### src/rtl/pipe_controller_pkg.sv
// Shared MIPS control declarations: opcode/funct encodings, ALU op codes and
// the control bundle carried down the pipeline.
package mips_decls_p;

  typedef enum logic [5:0] {
    OP_RTYPE = 6'h00,
    OP_J     = 6'h02,
    OP_JAL   = 6'h03,
    OP_BEQ   = 6'h04,
    OP_ADDI  = 6'h08,
    OP_LW    = 6'h23,
    OP_SW    = 6'h2B
  } opcode_t;

  typedef enum logic [5:0] {
    FN_SLL  = 6'h00,
    FN_SRL  = 6'h02,
    FN_JR   = 6'h08,
    FN_MFHI = 6'h10,
    FN_MFLO = 6'h12,
    FN_MULT = 6'h18,
    FN_ADD  = 6'h20,
    FN_SUB  = 6'h22,
    FN_AND  = 6'h24,
    FN_OR   = 6'h25,
    FN_NOR  = 6'h27,
    FN_SLT  = 6'h2A
  } funct_t;

  localparam int ALUOP_W = 4;

  // Low three bits match the classic 3-bit ALU; bit 3 marks extended ops.
  localparam logic [ALUOP_W-1:0] ALU_AND = 4'b0000;
  localparam logic [ALUOP_W-1:0] ALU_OR  = 4'b0001;
  localparam logic [ALUOP_W-1:0] ALU_ADD = 4'b0010;
  localparam logic [ALUOP_W-1:0] ALU_SUB = 4'b0110;
  localparam logic [ALUOP_W-1:0] ALU_SLT = 4'b0111;
  localparam logic [ALUOP_W-1:0] ALU_SLL = 4'b1000;
  localparam logic [ALUOP_W-1:0] ALU_SRL = 4'b1001;
  localparam logic [ALUOP_W-1:0] ALU_NOR = 4'b1100;

  typedef struct packed {
    logic               regwrite;
    logic [1:0]         regdst;
    logic               alusrc;
    logic               branch;
    logic               memwrite;
    logic               memtoreg;
    logic               jump;
    logic               jumpr;
    logic               jal;
    logic [ALUOP_W-1:0] alucontrol;
    logic               is_mult;
    logic               is_mfx;
  } ctrl_t;

  localparam ctrl_t CTRL_BUBBLE = '0;

  function automatic ctrl_t ctrl_rtype(input logic [ALUOP_W-1:0] op);
    ctrl_t c;
    c            = CTRL_BUBBLE;
    c.regwrite   = 1'b1;
    c.regdst     = 2'b01;
    c.alucontrol = op;
    return c;
  endfunction

endpackage

### src/rtl/pipe_controller_if.sv
// Controller <-> datapath bundle. Every field is a level signal sampled each
// cycle; there is no valid/ready handshake on this boundary.
interface pipe_ctl_if
  import mips_decls_p::*;
#(
  parameter int ALUCTL_W  = 3,
  parameter int REGADDR_W = 5
);
  opcode_t               opcode_d;
  funct_t                funct_d;
  logic [REGADDR_W-1:0]  rs_d;
  logic [REGADDR_W-1:0]  rt_d;
  logic [REGADDR_W-1:0]  writereg_e;
  logic                  zero_e;

  logic                  stall_f;
  logic                  stall_d;
  logic                  flush_d;
  logic                  jump_d;
  logic                  pcsrc_e;
  logic                  jumpr_e;
  logic [1:0]            regdst_e;
  logic                  alusrc_e;
  logic                  jal_e;
  logic [ALUCTL_W-1:0]   alucontrol_e;
  logic                  muldiv_start_e;
  logic                  memwrite_m;
  logic                  memtoreg_e;
  logic                  memtoreg_m;
  logic                  memtoreg_w;
  logic                  regwrite_e;
  logic                  regwrite_m;
  logic                  regwrite_w;
  logic [3:0]            busy_cnt;

  // Datapath side.
  modport master (
    output opcode_d, funct_d, rs_d, rt_d, writereg_e, zero_e,
    input  stall_f, stall_d, flush_d, jump_d, pcsrc_e, jumpr_e, regdst_e,
           alusrc_e, jal_e, alucontrol_e, muldiv_start_e, memwrite_m,
           memtoreg_e, memtoreg_m, memtoreg_w, regwrite_e, regwrite_m,
           regwrite_w, busy_cnt
  );

  // Controller side.
  modport slave (
    input  opcode_d, funct_d, rs_d, rt_d, writereg_e, zero_e,
    output stall_f, stall_d, flush_d, jump_d, pcsrc_e, jumpr_e, regdst_e,
           alusrc_e, jal_e, alucontrol_e, muldiv_start_e, memwrite_m,
           memtoreg_e, memtoreg_m, memtoreg_w, regwrite_e, regwrite_m,
           regwrite_w, busy_cnt
  );
endinterface

### src/rtl/ctl_decode.sv
// Combinational ID-stage decode: opcode/funct to the control bundle.
// Anything not recognised decodes to the bubble.
module ctl_decode
  import mips_decls_p::*;
#(
  parameter bit EXT_ALU = 1'b0
) (
  input  opcode_t opcode_i,
  input  funct_t  funct_i,
  output ctrl_t   ctrl_o
);

  always_comb begin
    ctrl_o = CTRL_BUBBLE;
    case (opcode_i)
      OP_RTYPE: begin
        case (funct_i)
          FN_ADD:  ctrl_o = ctrl_rtype(ALU_ADD);
          FN_SUB:  ctrl_o = ctrl_rtype(ALU_SUB);
          FN_AND:  ctrl_o = ctrl_rtype(ALU_AND);
          FN_OR:   ctrl_o = ctrl_rtype(ALU_OR);
          FN_SLT:  ctrl_o = ctrl_rtype(ALU_SLT);
          FN_NOR:  if (EXT_ALU) ctrl_o = ctrl_rtype(ALU_NOR);
          FN_SLL:  if (EXT_ALU) ctrl_o = ctrl_rtype(ALU_SLL);
          FN_SRL:  if (EXT_ALU) ctrl_o = ctrl_rtype(ALU_SRL);
          FN_JR:   ctrl_o.jumpr = 1'b1;
          FN_MULT: ctrl_o.is_mult = 1'b1;
          FN_MFHI, FN_MFLO: begin
            ctrl_o        = ctrl_rtype(ALU_AND);
            ctrl_o.is_mfx = 1'b1;
          end
          default: ctrl_o = CTRL_BUBBLE;
        endcase
      end
      OP_LW: begin
        ctrl_o.regwrite   = 1'b1;
        ctrl_o.alusrc     = 1'b1;
        ctrl_o.memtoreg   = 1'b1;
        ctrl_o.alucontrol = ALU_ADD;
      end
      OP_SW: begin
        ctrl_o.alusrc     = 1'b1;
        ctrl_o.memwrite   = 1'b1;
        ctrl_o.alucontrol = ALU_ADD;
      end
      OP_BEQ: begin
        ctrl_o.branch     = 1'b1;
        ctrl_o.alucontrol = ALU_SUB;
      end
      OP_ADDI: begin
        ctrl_o.regwrite   = 1'b1;
        ctrl_o.alusrc     = 1'b1;
        ctrl_o.alucontrol = ALU_ADD;
      end
      OP_J:    ctrl_o.jump = 1'b1;
      OP_JAL: begin
        ctrl_o.jump     = 1'b1;
        ctrl_o.jal      = 1'b1;
        ctrl_o.regwrite = 1'b1;
        ctrl_o.regdst   = 2'b10;
      end
      default: ctrl_o = CTRL_BUBBLE;
    endcase
  end

endmodule

### src/rtl/pipe_controller.sv
// Five-stage MIPS pipeline controller: decode, ID/EX/MEM/WB control registers,
// redirect resolution, load-use and multiply-busy hazards.
module pipe_controller
  import mips_decls_p::*;
#(
  parameter int ALUCTL_W   = 3,
  parameter int MULDIV_LAT = 4,
  parameter int REGADDR_W  = 5
) (
  input logic      clk,
  input logic      reset,
  pipe_ctl_if.slave bus
);

  typedef struct packed {
    logic regwrite;
    logic memtoreg;
    logic memwrite;
  } mem_ctrl_t;

  typedef struct packed {
    logic regwrite;
    logic memtoreg;
  } wb_ctrl_t;

  ctrl_t     ctrl_d;
  ctrl_t     ctrl_e_d, ctrl_e_q;
  mem_ctrl_t ctrl_m_d, ctrl_m_q;
  wb_ctrl_t  ctrl_w_d, ctrl_w_q;
  logic [3:0] busy_d, busy_q, busy_dec;
  logic redir_e, lwstall, mdstall, hazard, jump_go;
  logic unused_e;

  ctl_decode #(.EXT_ALU(ALUCTL_W >= 4)) u_decode (
    .opcode_i (bus.opcode_d),
    .funct_i  (bus.funct_d),
    .ctrl_o   (ctrl_d)
  );

  // Hazards compare against the post-decrement count so mfhi/mflo/mult can
  // leave ID in the same cycle the counter reaches zero.
  always_comb begin
    busy_dec = (busy_q != 4'd0) ? busy_q - 4'd1 : 4'd0;
    redir_e  = (ctrl_e_q.branch & bus.zero_e) | ctrl_e_q.jumpr;
    lwstall  = ctrl_e_q.memtoreg & (bus.writereg_e != '0) &
               ((bus.rs_d == bus.writereg_e) | (bus.rt_d == bus.writereg_e));
    mdstall  = (busy_dec != 4'd0) & (ctrl_d.is_mult | ctrl_d.is_mfx);
    hazard   = ~redir_e & (lwstall | mdstall);
    jump_go  = ctrl_d.jump & ~redir_e & ~hazard;
    ctrl_e_d = (redir_e | hazard) ? CTRL_BUBBLE : ctrl_d;
    busy_d   = ctrl_e_d.is_mult ? 4'(MULDIV_LAT) : busy_dec;
    ctrl_m_d = '{regwrite: ctrl_e_q.regwrite,
                 memtoreg: ctrl_e_q.memtoreg,
                 memwrite: ctrl_e_q.memwrite};
    ctrl_w_d = '{regwrite: ctrl_m_q.regwrite,
                 memtoreg: ctrl_m_q.memtoreg};
  end

  always_ff @(posedge clk or posedge reset) begin
    if (reset) begin
      ctrl_e_q <= CTRL_BUBBLE;
      ctrl_m_q <= '0;
      ctrl_w_q <= '0;
      busy_q   <= 4'd0;
    end else begin
      ctrl_e_q <= ctrl_e_d;
      ctrl_m_q <= ctrl_m_d;
      ctrl_w_q <= ctrl_w_d;
      busy_q   <= busy_d;
    end
  end

  assign bus.stall_f        = hazard;
  assign bus.stall_d        = hazard;
  assign bus.flush_d        = redir_e | jump_go;
  assign bus.jump_d         = jump_go;
  assign bus.pcsrc_e        = ctrl_e_q.branch & bus.zero_e;
  assign bus.jumpr_e        = ctrl_e_q.jumpr;
  assign bus.regdst_e       = ctrl_e_q.regdst;
  assign bus.alusrc_e       = ctrl_e_q.alusrc;
  assign bus.jal_e          = ctrl_e_q.jal;
  assign bus.alucontrol_e   = ALUCTL_W'(ctrl_e_q.alucontrol);
  assign bus.muldiv_start_e = ctrl_e_q.is_mult;
  assign bus.memtoreg_e     = ctrl_e_q.memtoreg;
  assign bus.regwrite_e     = ctrl_e_q.regwrite;
  assign bus.memwrite_m     = ctrl_m_q.memwrite;
  assign bus.memtoreg_m     = ctrl_m_q.memtoreg;
  assign bus.regwrite_m     = ctrl_m_q.regwrite;
  assign bus.memtoreg_w     = ctrl_w_q.memtoreg;
  assign bus.regwrite_w     = ctrl_w_q.regwrite;
  assign bus.busy_cnt       = busy_q;

  // jump and is_mfx have done their work by the time the bundle is in EX.
  assign unused_e = ^{ctrl_e_q.jump, ctrl_e_q.is_mfx};

endmodule

### src/flat_wrapper.sv
// flat-port wrapper written by rule: the top's interface ports become plain ports
module pipe_controller_flat import mips_decls_p::*;
#(
  parameter int ALUCTL_W   = 3,
  parameter int MULDIV_LAT = 4,
  parameter int REGADDR_W  = 5
)
  (clk, reset, bus_opcode_d, bus_funct_d, bus_rs_d, bus_rt_d, bus_writereg_e, bus_zero_e, bus_stall_f, bus_stall_d, bus_flush_d, bus_jump_d, bus_pcsrc_e, bus_jumpr_e, bus_regdst_e, bus_alusrc_e, bus_jal_e, bus_alucontrol_e, bus_muldiv_start_e, bus_memwrite_m, bus_memtoreg_e, bus_memtoreg_m, bus_memtoreg_w, bus_regwrite_e, bus_regwrite_m, bus_regwrite_w, bus_busy_cnt);
  pipe_ctl_if #(.ALUCTL_W(ALUCTL_W), .REGADDR_W(REGADDR_W)) bus_i ();
  input logic clk;
  input logic reset;
  input wire logic [$bits(bus_i.opcode_d)-1:0] bus_opcode_d;
  input wire logic [$bits(bus_i.funct_d)-1:0] bus_funct_d;
  input wire logic [$bits(bus_i.rs_d)-1:0] bus_rs_d;
  input wire logic [$bits(bus_i.rt_d)-1:0] bus_rt_d;
  input wire logic [$bits(bus_i.writereg_e)-1:0] bus_writereg_e;
  input wire logic [$bits(bus_i.zero_e)-1:0] bus_zero_e;
  output wire logic [$bits(bus_i.stall_f)-1:0] bus_stall_f;
  output wire logic [$bits(bus_i.stall_d)-1:0] bus_stall_d;
  output wire logic [$bits(bus_i.flush_d)-1:0] bus_flush_d;
  output wire logic [$bits(bus_i.jump_d)-1:0] bus_jump_d;
  output wire logic [$bits(bus_i.pcsrc_e)-1:0] bus_pcsrc_e;
  output wire logic [$bits(bus_i.jumpr_e)-1:0] bus_jumpr_e;
  output wire logic [$bits(bus_i.regdst_e)-1:0] bus_regdst_e;
  output wire logic [$bits(bus_i.alusrc_e)-1:0] bus_alusrc_e;
  output wire logic [$bits(bus_i.jal_e)-1:0] bus_jal_e;
  output wire logic [$bits(bus_i.alucontrol_e)-1:0] bus_alucontrol_e;
  output wire logic [$bits(bus_i.muldiv_start_e)-1:0] bus_muldiv_start_e;
  output wire logic [$bits(bus_i.memwrite_m)-1:0] bus_memwrite_m;
  output wire logic [$bits(bus_i.memtoreg_e)-1:0] bus_memtoreg_e;
  output wire logic [$bits(bus_i.memtoreg_m)-1:0] bus_memtoreg_m;
  output wire logic [$bits(bus_i.memtoreg_w)-1:0] bus_memtoreg_w;
  output wire logic [$bits(bus_i.regwrite_e)-1:0] bus_regwrite_e;
  output wire logic [$bits(bus_i.regwrite_m)-1:0] bus_regwrite_m;
  output wire logic [$bits(bus_i.regwrite_w)-1:0] bus_regwrite_w;
  output wire logic [$bits(bus_i.busy_cnt)-1:0] bus_busy_cnt;
  assign bus_i.opcode_d = bus_opcode_d;
  assign bus_i.funct_d = bus_funct_d;
  assign bus_i.rs_d = bus_rs_d;
  assign bus_i.rt_d = bus_rt_d;
  assign bus_i.writereg_e = bus_writereg_e;
  assign bus_i.zero_e = bus_zero_e;
  assign bus_stall_f = bus_i.stall_f;
  assign bus_stall_d = bus_i.stall_d;
  assign bus_flush_d = bus_i.flush_d;
  assign bus_jump_d = bus_i.jump_d;
  assign bus_pcsrc_e = bus_i.pcsrc_e;
  assign bus_jumpr_e = bus_i.jumpr_e;
  assign bus_regdst_e = bus_i.regdst_e;
  assign bus_alusrc_e = bus_i.alusrc_e;
  assign bus_jal_e = bus_i.jal_e;
  assign bus_alucontrol_e = bus_i.alucontrol_e;
  assign bus_muldiv_start_e = bus_i.muldiv_start_e;
  assign bus_memwrite_m = bus_i.memwrite_m;
  assign bus_memtoreg_e = bus_i.memtoreg_e;
  assign bus_memtoreg_m = bus_i.memtoreg_m;
  assign bus_memtoreg_w = bus_i.memtoreg_w;
  assign bus_regwrite_e = bus_i.regwrite_e;
  assign bus_regwrite_m = bus_i.regwrite_m;
  assign bus_regwrite_w = bus_i.regwrite_w;
  assign bus_busy_cnt = bus_i.busy_cnt;
  pipe_controller #(.ALUCTL_W(ALUCTL_W), .MULDIV_LAT(MULDIV_LAT), .REGADDR_W(REGADDR_W)) u_core (.clk(clk), .reset(reset), .bus(bus_i));
endmodule
### config.mk
export PLATFORM = sky130hd
export DESIGN_NAME = pipe_controller_flat
export DESIGN_NICKNAME = d
export VERILOG_FILES = /design/src/rtl/pipe_controller_pkg.sv /design/src/rtl/pipe_controller_if.sv /design/src/rtl/ctl_decode.sv /design/src/rtl/pipe_controller.sv /design/src/flat_wrapper.sv
export SDC_FILE = /design/constraint.sdc
export NUM_CORES = 1
export LEC_CHECK = 0
export BUFFER_PORTS_ARGS = -buffer_cell sky130_fd_sc_hd__buf_4
export CORE_MARGIN = 2
export CORE_UTILIZATION = 41
export CTS_CLUSTER_SIZE = 14
export DETAILED_ROUTE_END_ITERATION = 10
export PLACE_DENSITY_LB_ADDON = 0.3
export REMOVE_ABC_BUFFERS = 1
export SLEW_MARGIN = 20
export SYNTH_ARGS = -nofsm -noshare
export SYNTH_HDL_FRONTEND = slang
export SYNTH_SLANG_ARGS = --single-unit
### constraint.sdc
create_clock -name clk -period 1.2 [get_ports clk]
set_input_delay 0.06 -clock clk [delete_from_list [all_inputs] [get_ports clk]]
set_output_delay 0.06 -clock clk [all_outputs]
set_load 0.05 [all_outputs]
After elaboration in Yosys (flattened, before gate mapping) --
Cells that the tools add are included.
Storage, ports and cells: bits in registers 22
Cells by class: add/subtract/negate cells 1, equality and inequality tests 17, multiplexer cells 19, bitwise operators 15, reductions and logical operators 9
Operator list (number):
- equality test 6 bit (second input constant) | 7
- equality test 6 x 5 -> 1 bit (second input constant) | 3
- 2-to-1 mux 16 bit | 1
- case mux 1 bit (2 select lines) | 7
- equality test 6 x 2 -> 1 bit (second input constant) | 2
- equality test 6 x 4 -> 1 bit (second input constant) | 2
- case mux 3 bit (4 select lines) | 1
- case mux 4 bit (3 select lines) | 1
- equality test 5 bit | 2
- 2-to-1 mux 4 bit | 2
- 2-to-1 mux 8 bit | 1
- nonzero test 4 bit | 2
- AND 1 bit | 7
- OR reduction 7 bit | 1
- equality test 6 x 3 -> 1 bit (second input constant) | 1
- logical NOT 6 bit | 1
- OR 1 bit | 6
- OR reduction 3 bit | 2
- nonzero test 5 bit | 1
- 2-to-1 mux 1 bit | 4
- case mux 2 bit (2 select lines) | 1
- OR reduction 2 bit | 2
- subtractor 4 x 1 -> 4 bit (second input constant) | 1
- 2-to-1 mux 2 bit | 1
- inverter 1 bit | 2

Longest topological paths before layout --
Gate-level depths: netlist of run 1.
word-level depth 11, gate-level depth with buffers 6

By module --
Synthesis of run 1 repeated with hierarchy kept, for this count alone.
Unflattened totals: cells, all modules 129, area, all modules 1238.7 um^2
Modules (own cells, without submodules):
- pipe_controller | instances 1, cells an instance 81, area an instance 945.9 um^2
- ctl_decode | instances 1, cells an instance 48, area an instance 292.8 um^2

Worst setup path before layout of run 1 --
OpenSTA, ideal clock, no wires.
path kind input-to-output, from input bus_writereg_e[0], to output bus_flush_d, arrival 2.045 ns, data required time 1.140 ns, slack -0.905 ns, cell stages on the path 4, buffers on the path 0, cell sequence or4_1 -> o21ai_0 -> nor2_1 -> o21ai_0
Between the ends: longest elaborated chain between the ends 8, elaborated cells between the ends (all ways) 11, classes of those cells eq/ne (2); bitwise (8); reduce/logical (1)
RTL lines:
- start: declaration | RTL line flat_wrapper.sv:16 | input wire logic [$bits(bus_i.writereg_e)-1:0] bus_writereg_e;
- equality test 5 bit / nonzero test 5 bit (equally long branches) | RTL line pipe_controller.sv:46, pipe_controller.sv:45
- OR 1 bit / AND 1 bit (equally long branches) | RTL line pipe_controller.sv:46, pipe_controller.sv:45
- AND 1 bit (*) | RTL line pipe_controller.sv:45 | lwstall = ctrl_e_q.memtoreg & (bus.writereg_e != '0) &
- OR 1 bit (*) | RTL line pipe_controller.sv:48 | hazard = ~redir_e & (lwstall | mdstall);
- AND 1 bit (*) | RTL line pipe_controller.sv:48
- inverter 1 bit (*) | RTL line pipe_controller.sv:49 | jump_go = ctrl_d.jump & ~redir_e & ~hazard;
- AND 1 bit (*) | RTL line pipe_controller.sv:49
- OR 1 bit (*) | RTL line pipe_controller.sv:75 | assign bus.flush_d = redir_e | jump_go;
- end: declaration | RTL line flat_wrapper.sv:20 | output wire logic [$bits(bus_i.flush_d)-1:0] bus_flush_d;
Every way passes the cells marked *; elsewhere a longest branch is shown, timed or not.

Worst setup path in the final report of run 1 --
from register u_core.busy_q[2] (netlist: u_core.bus.busy_cnt[2]), to output bus_jump_d
Between the ends: longest elaborated chain between the ends 8, elaborated cells between the ends (all ways) 9, classes of those cells add/sub (1); mux (1); bitwise (5); reduce/logical (2)
RTL lines:
- start: declaration | RTL line pipe_controller.sv:30 | logic [3:0] busy_d, busy_q, busy_dec;
- start signal: assignment | RTL line pipe_controller.sv:69 | busy_q <= busy_d;
- subtractor 4 x 1 -> 4 bit / nonzero test 4 bit (equally long branches) | RTL line pipe_controller.sv:43 | busy_dec = (busy_q != 4'd0) ? busy_q - 4'd1 : 4'd0;
- 2-to-1 mux 4 bit (*) | RTL line pipe_controller.sv:43
- nonzero test 4 bit (*) | RTL line pipe_controller.sv:47 | mdstall = (busy_dec != 4'd0) & (ctrl_d.is_mult | ctrl_d.is_mfx);
- AND 1 bit (*) | RTL line pipe_controller.sv:47
- OR 1 bit (*) | RTL line pipe_controller.sv:48
- AND 1 bit (*) | RTL line pipe_controller.sv:48
- inverter 1 bit (*) | RTL line pipe_controller.sv:49
- AND 1 bit (*) | RTL line pipe_controller.sv:49
- end: declaration | RTL line flat_wrapper.sv:21 | output wire logic [$bits(bus_i.jump_d)-1:0] bus_jump_d;
Marked as above.

==> results of run 1 <==
-- cell type report --
cell class / count / share of cell area, %
clock buffers: 3 / 1.11
clock inverters: 1 / 1.48
multi-input cells: 86 / 33.1
flip-flops and latches: 22 / 27.0
well taps: 31 / 1.91
inverters: 2 / 0.369
repair buffers: 88 / 35.0
-- repair_timing --
item                                   in CTS  in global routing
pin swaps                                  10                  6
resized for setup                          33                 10
endpoints found under the hold margin      22                  0
hold buffers                                1                  0
setup endpoints to repair                  18                 19
buffers inserted                            5                  1
-- layer usage --
metal	up-vias	share of wire [%]	track usage, %
li1	583	-	-
met1	564	41	28.6
met2	49	53	42.2
met3	4	4.9	1.84
met4	0	1.1	5.65
met5	-	0	0
-- worst min-delay path by stage --
stage | start | to | slack [ns]
global placement | reset | u_core.bus.regwrite_w | 0.11
finish | bus_funct_d[5] | u_core.bus.jumpr_e | 0.04
global route | bus_funct_d[5] | u_core.bus.jumpr_e | 0.03
floorplan | reset | u_core.bus.alucontrol_e[0] | 0.05
detailed placement | reset | u_core.bus.memwrite_m | 0.13
CTS | bus_funct_d[5] | u_core.bus.jumpr_e | 0.01
-- worst max-delay path, delay by kind of cell, from the launching register on --
kind,cells,cell delay (ns)
buffers and inverters,1,0.17
flip-flops,1,0.42
AND/OR/NAND/NOR,2,0.36
AO/OA/AOI/OAI,2,0.33
-- synth_stat cells (3+ instances only) --
library cell and count:
xor2_1 10, nor3_1 8, a21oi_1 3, nor4b_1 3, nor2_1 19, nand2_1 8
buf_4 6, o21ai_0 5, dfrtp_1 22
-- sequential cells by signal (all words and copies together), names as in the netlist --
name and count:
u_core.bus.memtoreg_m 1, u_core.bus.regwrite_m 1, u_core.bus.regdst_e 2, u_core.bus.regwrite_w 1, u_core.bus.alucontrol_e 3, u_core.bus.busy_cnt 4
u_core.bus.memwrite_m 1, u_core.bus.alusrc_e 1, u_core.bus.memtoreg_e 1, u_core.ctrl_e_q 2, u_core.bus.memtoreg_w 1, u_core.bus.jal_e 1
u_core.bus.muldiv_start_e 1, u_core.bus.jumpr_e 1, u_core.bus.regwrite_e 1
-- cells by family after synthesis --
group | share of synthesized area, %
buffers and inverters | 5.56
AOI/OAI and AO/OA | 10.3
xor gates and xnor gates | 7.63
and+or+nand+nor | 28.6
DFF | 48.0
-- through the flow --
| step | std cells | total power, mW |
|---|---|---|
| 6_report | 233 | 1.62 |
| 5_1_grt | 233 | 1.69 |
| 4_1_cts | 232 | 1.62 |
| 3_5_place_dp | 223 | 1.05 |
| 3_3_place_gp | 223 | 1.04 |
| 2_1_floorplan | 110 | 0.874 |
-- report_power, final --
group	switching [mW]	leakage, nW	total [mW]	internal, mW
combinational	0.166	0.683	0.319	0.153
sequential	0.00320	0.306	0.752	0.748
clock	0.211	0.0279	0.549	0.338
==> metrics.csv, run 1 <==
metric,value,unit
placed standard-cell area,1750,um2
number of fillers in the final layout,190,
number of synthesized flops with an enable pin,0,
setup violators final,19,
hold slack,0.0412,ns
Power Dens Cells,795,nW/um2
maximum clock rate,612,MHz
fraction of layout cells with a size suffix above 1,58.4,%
violations in the final reports,"DRC, setup timing",
total detailed-routing wirelength,3660,um
Clk Tree Root Cell,clkbuf_4,
leading area contributor after synthesis,dfrtp_1,
cell breakdown of the critical path,"nor3_4, a211o_1, o221ai_2, nor2_2, buf_6",
layout overhead on the synthesized area,77.4,%
Skew-Pair Late Insertion Delay,0.30,ns
depth of the worst register-to-register path,6,
Final TNS setup,-5.18,ns
area of the multi-input gates,674,um2
row count,19,
remaining global-route overflow,0,
share of the clock period used by the worst path,136,%
setup repair after global routing missed its margin,true,
synthesized area divided by synthesized cell count,9.81,um2
horizontal die dimension,56.9,um
worst clock skew,0.00514,ns
end-of-flow core utilization,75.1,%
routed via count,1200,
total clock buffers created by CTS,3,
status,"complete, but fails checks",
# clock sinks,22,
beginning of the critical path,u_core.bus.busy_cnt[2],
worst setup slack after layout,-0.434,ns
area of the die,3240,um2
most frequently used flop master after synthesis,dfrtp_1,
"slowest stage cell, crit path",dfrtp_1,
cell types occupying the most area after synthesis,"dfrtp_1 (48%), xor2_1 (7.6%), nor2_1 (6.2%)",
y dimension of the die,56.9,um
placer's final routability congestion estimate,0.849,
number of antenna violations at the first check in global routing,0,
pin count of the biggest net entering global routing,23,
post-layout net count,233,
CTS tree,yes,
post-detailed-route DRC marker count,2,
Critical Path Source Type,flop,
RR Endpoint,u_core.bus.alucontrol_e[1],
overall fraction of global-route tracks in use,22.8,%
number of global-route vias before repair,1235,
wire length of the first global-routing pass,5780,um
number of search-and-repair iterations in the first detailed-routing pass,7,
critical path's largest stage delay,0.42,ns
pin slew with the least headroom to its limit,0.380,ns
Crit Path Category,flop to output pin,
"final std cell area, no fill",2040,um2
maximum root-to-sink buffer count,2,
Worst R2R Start,u_core.bus.busy_cnt[2],
count of antenna diodes in the layout,0,
Pleak,1.02,nW
Synth cell types,35,
initial drt markers,41,
area inside the core boundary,2710,um2
capturing element type of the critical path,output pin,
cell count after synthesis,117,
input/output buffers,54,
count of endpoints failing hold in the final timing report,0,
total count of max-transition violations in the final report,0,
post-synthesis instance area,1150,um2
worst hold stages,3,
initial core utilization,42.3,%
top cell type's share of synthesized area,48.0,%
routed wire length per instance,15.7,um
shortest period the worst path allows,1.63,ns
"FF+latch count, synth",22,
"commonest non-fill, non-tap cell in the layout",buf_4,
number of max-cap violations,0,
end point of the critical path,bus_jump_d,
register clock-pin slew on the reported worst setup and hold paths,0.11,ns
number of routed nets with antenna violations,0,
worst supply voltage drop on vdd,0.882,mV
Async SR Flop Fraction,100,%
R2R setup slack,-0.35,ns
depth of the CTS H-tree,1,
post-DR vias/cell,5.15,
most frequent cells in the layout,"buf_4 (75), dfrtp_1 (22), nor2_1 (14), buf_6 (11), xor2_1 (10)",
yosys synthesis warning count,0,
"Req. time, crit path",1.14,ns
CP Max Fanout,2,
placed wire-length estimate,2560,um
Rel. slew slack,74.4,%
Ports,55,
hold crit path type,input pin to flop,
sequential fraction of the synthesis area,48.0,%
setup slack after placement,-0.515,ns
FF+latch area,551,um2
crit path DAT,1.57,ns
Note: power is estimated with default switching activity, not from simulation.
==> run 2, diff against run 1 <==
BUFFER_PORTS_ARGS = -buffer_cell sky130_fd_sc_hd__buf_2   (was -buffer_cell sky130_fd_sc_hd__buf_4)
CELL_PAD_IN_SITES_DETAIL_PLACEMENT = 1   (was default)
CELL_PAD_IN_SITES_GLOBAL_PLACEMENT = 1   (was default)
CORE_UTILIZATION = 29   (was 41)
==> metrics.csv, run 2 (same netlist as run 1, synthesis figures left out) <==
metric,value,unit
status,"complete, but fails checks",
violations in the final reports,setup timing,
Crit Path Category,flop to output pin,
final total power,1.60,mW
worst supply voltage drop on vdd,0.372,mV
number of search-and-repair iterations in the first detailed-routing pass,4,
placed standard-cell area,1650,um2
setup violators final,17,
cell depth of the worst setup path,5,
capturing element type of the critical path,output pin,
depth of the CTS H-tree,1,
remaining global-route overflow,0,
# clock sinks,22,
horizontal die dimension,66.9,um
total clock buffers created by CTS,3,
post-layout net count,244,
most frequent cells in the layout,"buf_2 (45), buf_4 (34), dfrtp_1 (22), buf_6 (16), nor2_1 (12)",
gate family responsible for the most delay along the worst path,flip-flops,
area inside the core boundary,3740,um2
total count of max-transition violations in the final report,0,
Critical Path Source Type,flop,
cell breakdown of the critical path,"nor3_4, a211o_1, o221ai_4, nor2_4, buf_8",
setup repair after global routing missed its margin,true,
post-DR vias/cell,4.91,
worst clock skew,0.00931,ns
Final TNS setup,-5.26,ns
layout overhead on the synthesized area,84.5,%
number of routed nets with antenna violations,0,
CP Max Fanout,3,
Pleak,1.05,nW
register clock-pin slew on the reported worst setup and hold paths,0.09,ns
end-of-flow core utilization,56.6,%
count of antenna diodes in the layout,0,
end point of the critical path,bus_jump_d,
"final std cell area, no fill",2120,um2
depth of the worst register-to-register path,6,
placed wire-length estimate,3030,um
initial core utilization,30.6,%
critical path's largest stage delay,0.41,ns
Worst R2R Start,u_core.bus.busy_cnt[1],
initial drt markers,27,
Power Dens Cells,758,nW/um2
post-detailed-route DRC marker count,0,
pin count of the biggest net entering global routing,23,
area of the die,4480,um2
placer's final routability congestion estimate,0.763,
"commonest non-fill, non-tap cell in the layout",buf_2,
Clk Tree Root Cell,clkbuf_8,
"slowest stage cell, crit path",dfrtp_1,
row count,22,
overall fraction of global-route tracks in use,20.4,%
shortest period the worst path allows,1.62,ns
routed wire length per instance,16.8,um
crit path DAT,1.56,ns
CTS tree,yes,
routed via count,1282,
count of endpoints failing hold in the final timing report,0,
maximum clock rate,619,MHz
hold crit path type,input pin to flop,
number of antenna violations at the first check in global routing,0,
Rel. slew slack,59.3,%
input/output buffers,54,
y dimension of the die,66.9,um
maximum root-to-sink buffer count,2,
total detailed-routing wirelength,4380,um
Ports,55,
worst setup slack after layout,-0.417,ns
"flip-flop count of the largest register, all copies and words added",4,
R2R setup slack,-0.37,ns
share of the clock period used by the worst path,135,%
"Buf+Inv Stages, Crit Path",1,
RR Endpoint,u_core.bus.alucontrol_e[0],
beginning of the critical path,u_core.bus.busy_cnt[1],
wire length of the first global-routing pass,6770,um
Skew-Pair Late Insertion Delay,0.26,ns
number of global-route vias before repair,1421,
number of max-cap violations,0,
"Req. time, crit path",1.14,ns
fraction of layout cells with a size suffix above 1,62.4,%
pin slew with the least headroom to its limit,0.603,ns
run 2: cell count changes in the layout (fill, tap and decap cells not counted), moves of 4 or more:
| cell | delta |
|---|---|
| clkbuf_8 | +4 |
| buf_2 | +45 |
| buf_6 | +5 |
| nor2_4 | +5 |
| buf_4 | -41 |
run 2: where the power goes:
part           total (mW)  leakage (nW)  internal, mW  switching, mW
Combinational       0.313         0.717         0.135          0.178
Clock               0.540        0.0288         0.292          0.248
Sequential          0.751         0.306         0.748        0.00311
Total                1.60          1.05          1.18          0.428
run 2: layout make-up:
cell class	count	area, um2
inverters	2	7.51
well taps	48	60.1
multi-input cells	86	723
clock buffers	4	55.1
fillers	442	1630
repair buffers	99	721
flip-flops and latches	22	551
run 2: worst reg2reg max path, cell delays in order, from the launching register on:
cell and delay, ns:
dfrtp_1 0.41, nor3_4 0.22, a211o_1 0.21, o221ai_4 0.17, buf_6 0.17, buf_6 0.12
nor4b_4 0.19
run 2: per-stage QoR:
| step | setup WS (ns) | hold slack (ns) | cells |
|---|---|---|---|
| 3_5_place_dp | -0.665 | 0.121 | 242 |
| 4_1_cts | -0.407 | 0.0668 | 258 |
| 5_1_grt | -0.508 | 0.0819 | 261 |
| 6_report | -0.417 | 0.100 | 261 |
| 2_1_floorplan | -0.905 | 0.0492 | 110 |
| 3_3_place_gp | -0.610 | 0.109 | 242 |
run 2: worst min-delay path by stage:
stage | slack [ns] | from | endpoint | cells past startpoint
after floorplan | 0.05 | reset | u_core.bus.alucontrol_e[0] | 1
after global placement | 0.11 | reset | u_core.bus.busy_cnt[3] | 3
after detailed placement | 0.12 | reset | u_core.bus.busy_cnt[3] | 3
after CTS | 0.07 | bus_funct_d[4] | u_core.bus.jumpr_e | 3
after global routing | 0.08 | bus_funct_d[4] | u_core.bus.jumpr_e | 3
final | 0.1 | bus_funct_d[4] | u_core.bus.jumpr_e | 3
run 2: repair_timing:
action	CTS	global route
hold buffers	1	0
gates resized for setup	54	17
buffers inserted	12	6
gates cloned	0	0
hold endpoints to repair	22	0
endpoints found under the setup margin	16	19
pin swaps	17	11
run 2: per-layer routing:
| metal | vias up | GRT usage, % | part of all wire, % |
|---|---|---|---|
| li1 | 602 | - | - |
| met1 | 647 | 21.1 | 36 |
| met2 | 31 | 42.3 | 60 |
| met3 | 2 | 3.04 | 3.2 |
| met4 | 0 | 4.34 | 0.55 |
| met5 | - | 0 | 0 |
==> run 3, diff against run 2 <==
ABC_AREA = 1   (was default)
==> metrics.csv, run 3 <==
metric,value,unit
CP Max Fanout,4,
sequential fraction of the synthesis area,43.5,%
P_sw,0.412,mW
hold crit path type,input pin to flop,
top cell type's share of synthesized area,43.5,%
filler-free cell count of the finished design,302,
cell count after synthesis,175,
count of endpoints failing hold in the final timing report,0,
setup repair after global routing missed its margin,true,
RR Endpoint,u_core.bus.alucontrol_e[1],
R2R setup slack,-0.18,ns
initial core utilization,29.7,%
status,"complete, but fails checks",
wire length of the first global-routing pass,5510,um
horizontal die dimension,70.1,um
worst clock skew,0.00519,ns
Skew-Pair Late Insertion Delay,0.26,ns
number of synthesized flops with an enable pin,0,
count of antenna diodes in the layout,0,
most frequently used flop master after synthesis,dfrtp_1,
row count,24,
total count of max-transition violations in the final report,0,
metal2 WL,1700,um
post-DR vias/cell,4.40,
overall fraction of global-route tracks in use,13.8,%
FF+latch area,551,um2
most instantiated library cell after synthesis,nand2_1,
beginning of the critical path,u_core.bus.busy_cnt[2],
leading area contributor after synthesis,dfrtp_1,
area of the multi-input gates,587,um2
depth of the worst register-to-register path,9,
number of search-and-repair iterations in the first detailed-routing pass,4,
input/output buffers,54,
violations in the final reports,setup timing,
y dimension of the die,70.1,um
Power Dens Cells,822,nW/um2
area of the die,4910,um2
share of the clock period used by the worst path,126,%
"commonest non-fill, non-tap cell in the layout",buf_2,
leading post-synthesis cells by instance count,"nand2_1 (35), nor2_1 (32), inv_1 (28)",
maximum clock rate,663,MHz
worst setup slack after layout,-0.309,ns
Logic pwr share,17.8,%
routed via count,1328,
shortest period the worst path allows,1.51,ns
Ports,55,
fraction of layout cells with a size suffix above 1,45.6,%
"FF+latch count, synth",22,
placer's final routability congestion estimate,0.822,
remaining global-route overflow,0,
worst supply voltage drop on vdd,0.395,mV
crit path DAT,1.45,ns
total clock buffers created by CTS,3,
Rel. slew slack,75.6,%
capturing element type of the critical path,output pin,
number of antenna violations at the first check in global routing,0,
number of cells in the design after placement,293,
setup violators final,17,
most frequent cells in the layout,"buf_2 (50), nand2_1 (34), inv_1 (27), dfrtp_1 (22), buf_4 (21)",
final total power,1.57,mW
yosys synthesis warning count,0,
synthesized area divided by synthesized cell count,7.24,um2
Pleak,1.15,nW
met3 wire length,135,um
number of fillers in the final layout,582,
cell internal pwr,1.15,mW
register clock-pin slew on the reported worst setup and hold paths,0.08,ns
Synth cell types,22,
pin count of the biggest net entering global routing,23,
CTS tree,yes,
"final std cell area, no fill",1900,um2
number of global-route vias before repair,1303,
"Req. time, crit path",1.14,ns
highest routed layer,met4,
area inside the core boundary,4260,um2
sequential cell fraction of total power,48.1,%
Critical Path Source Type,flop,
placed wire-length estimate,2750,um
placed standard-cell area,1690,um2
switching part of the total,26.3,%
post-layout net count,281,
power share of the clock group,34.1,%
cell types occupying the most area after synthesis,"dfrtp_1 (43%), nand2_1 (10%), nor2_1 (9.5%)",
"flip-flop count of the largest register, all copies and words added",4,
routed wire length per instance,11.2,um
number of routed nets with antenna violations,0,
post-detailed-route DRC marker count,0,
routed metal-1 wire length,1510,um
number of max-cap violations,0,
# clock sinks,22,
maximum root-to-sink buffer count,2,
end point of the critical path,bus_stall_d,
Crit Path Category,flop to output pin,
depth of the CTS H-tree,1,
Async SR Flop Fraction,100,%
pin slew with the least headroom to its limit,0.363,ns
layout overhead on the synthesized area,50.4,%
Worst R2R Start,u_core.bus.busy_cnt[2],
Clk Tree Root Cell,clkbuf_8,
total detailed-routing wirelength,3390,um
initial drt markers,33,
post-synthesis instance area,1270,um2
## run 3: cell count changes in the layout (fill, tap and decap cells not counted), moves of 10 or more
cell     delta
buf_6      -12
buf_4      -13
nand2_1    +27
inv_1      +25
xor2_1     -10
## run 3: worst min path at each step
stage / cells after the start / endpoint / from
global route: 4 / u_core.bus.jumpr_e / bus_funct_d[5]
floorplan: 1 / u_core.bus.alucontrol_e[0] / reset
global placement: 3 / u_core.bus.regdst_e[0] / reset
detailed placement: 3 / u_core.bus.regwrite_w / reset
finish: 4 / u_core.bus.jumpr_e / bus_funct_d[4]
CTS: 4 / u_core.bus.jumpr_e / bus_funct_d[4]
## run 3: per-stage QoR
| stage | TNS [ns] | setup WS [ns] | hold WS (ns) | utilization, % |
|---|---|---|---|---|
| floorplan | -8.60 | -1.46 | 0.0492 | - |
| global placement | -0.526 | -0.0957 | 0.113 | 39.6 |
| detailed placement | -1.47 | -0.162 | 0.121 | 39.6 |
| CTS | -1.83 | -0.313 | 0.0819 | 42.4 |
| global route | -4.77 | -0.410 | 0.106 | 44.7 |
| finish | -3.19 | -0.309 | 0.0946 | 44.7 |
## run 3: area by class of cell
cell class	instances	share of cell area (%)
Tap cell	52	3.42
Inverter	37	7.29
Sequential cell	22	28.9
Clock buffer	4	2.89
Timing Repair Buffer	78	26.7
Multi-Input combinational cell	109	30.8
## run 3: kinds of logic after synthesis
logic type	Yosys count	share of synthesized area, %
simple gates	97	35.6
buf+inv	44	15.4
flops	22	43.5
compound gates	10	4.15
xor+xnor	2	1.38
## run 3: worst max-delay path, stage by stage (launching register included)
cell and delay [ns]:
dfrtp_1 0.37, inv_2 0.05, nand2_2 0.09, nor2_4 0.04
a21oi_2 0.11, nand3_2 0.14, a21boi_4 0.20, buf_6 0.18
## run 3: routing by layer
metal	global-route usage [%]	vias to the layer above
met4	5.13	0
met1	17.2	619
li1	-	674
met3	1.15	4
met5	0	-
met2	24.8	31
## run 3: timing repair
item / in CTS / in global routing
cloned: 0 / 1
gates resized for setup: 17 / 16
endpoints found under the setup margin: 17 / 18
pin swaps: 4 / 2
hold endpoints to repair: 22 / 0
hold buffers: 1 / 0
buffers inserted: 1 / 2
## run 3: power by group through the flow
stage / Sequential (mW) / Combinational, mW / Clock (mW)
final: 0.753 / 0.279 / 0.534
after global routing: 0.754 / 0.312 / 0.581
after CTS: 0.753 / 0.278 / 0.548
after detailed placement: 0.768 / 0.272 / 0
after global placement: 0.768 / 0.266 / 0
after floorplan: 0.799 / 0.106 / 0
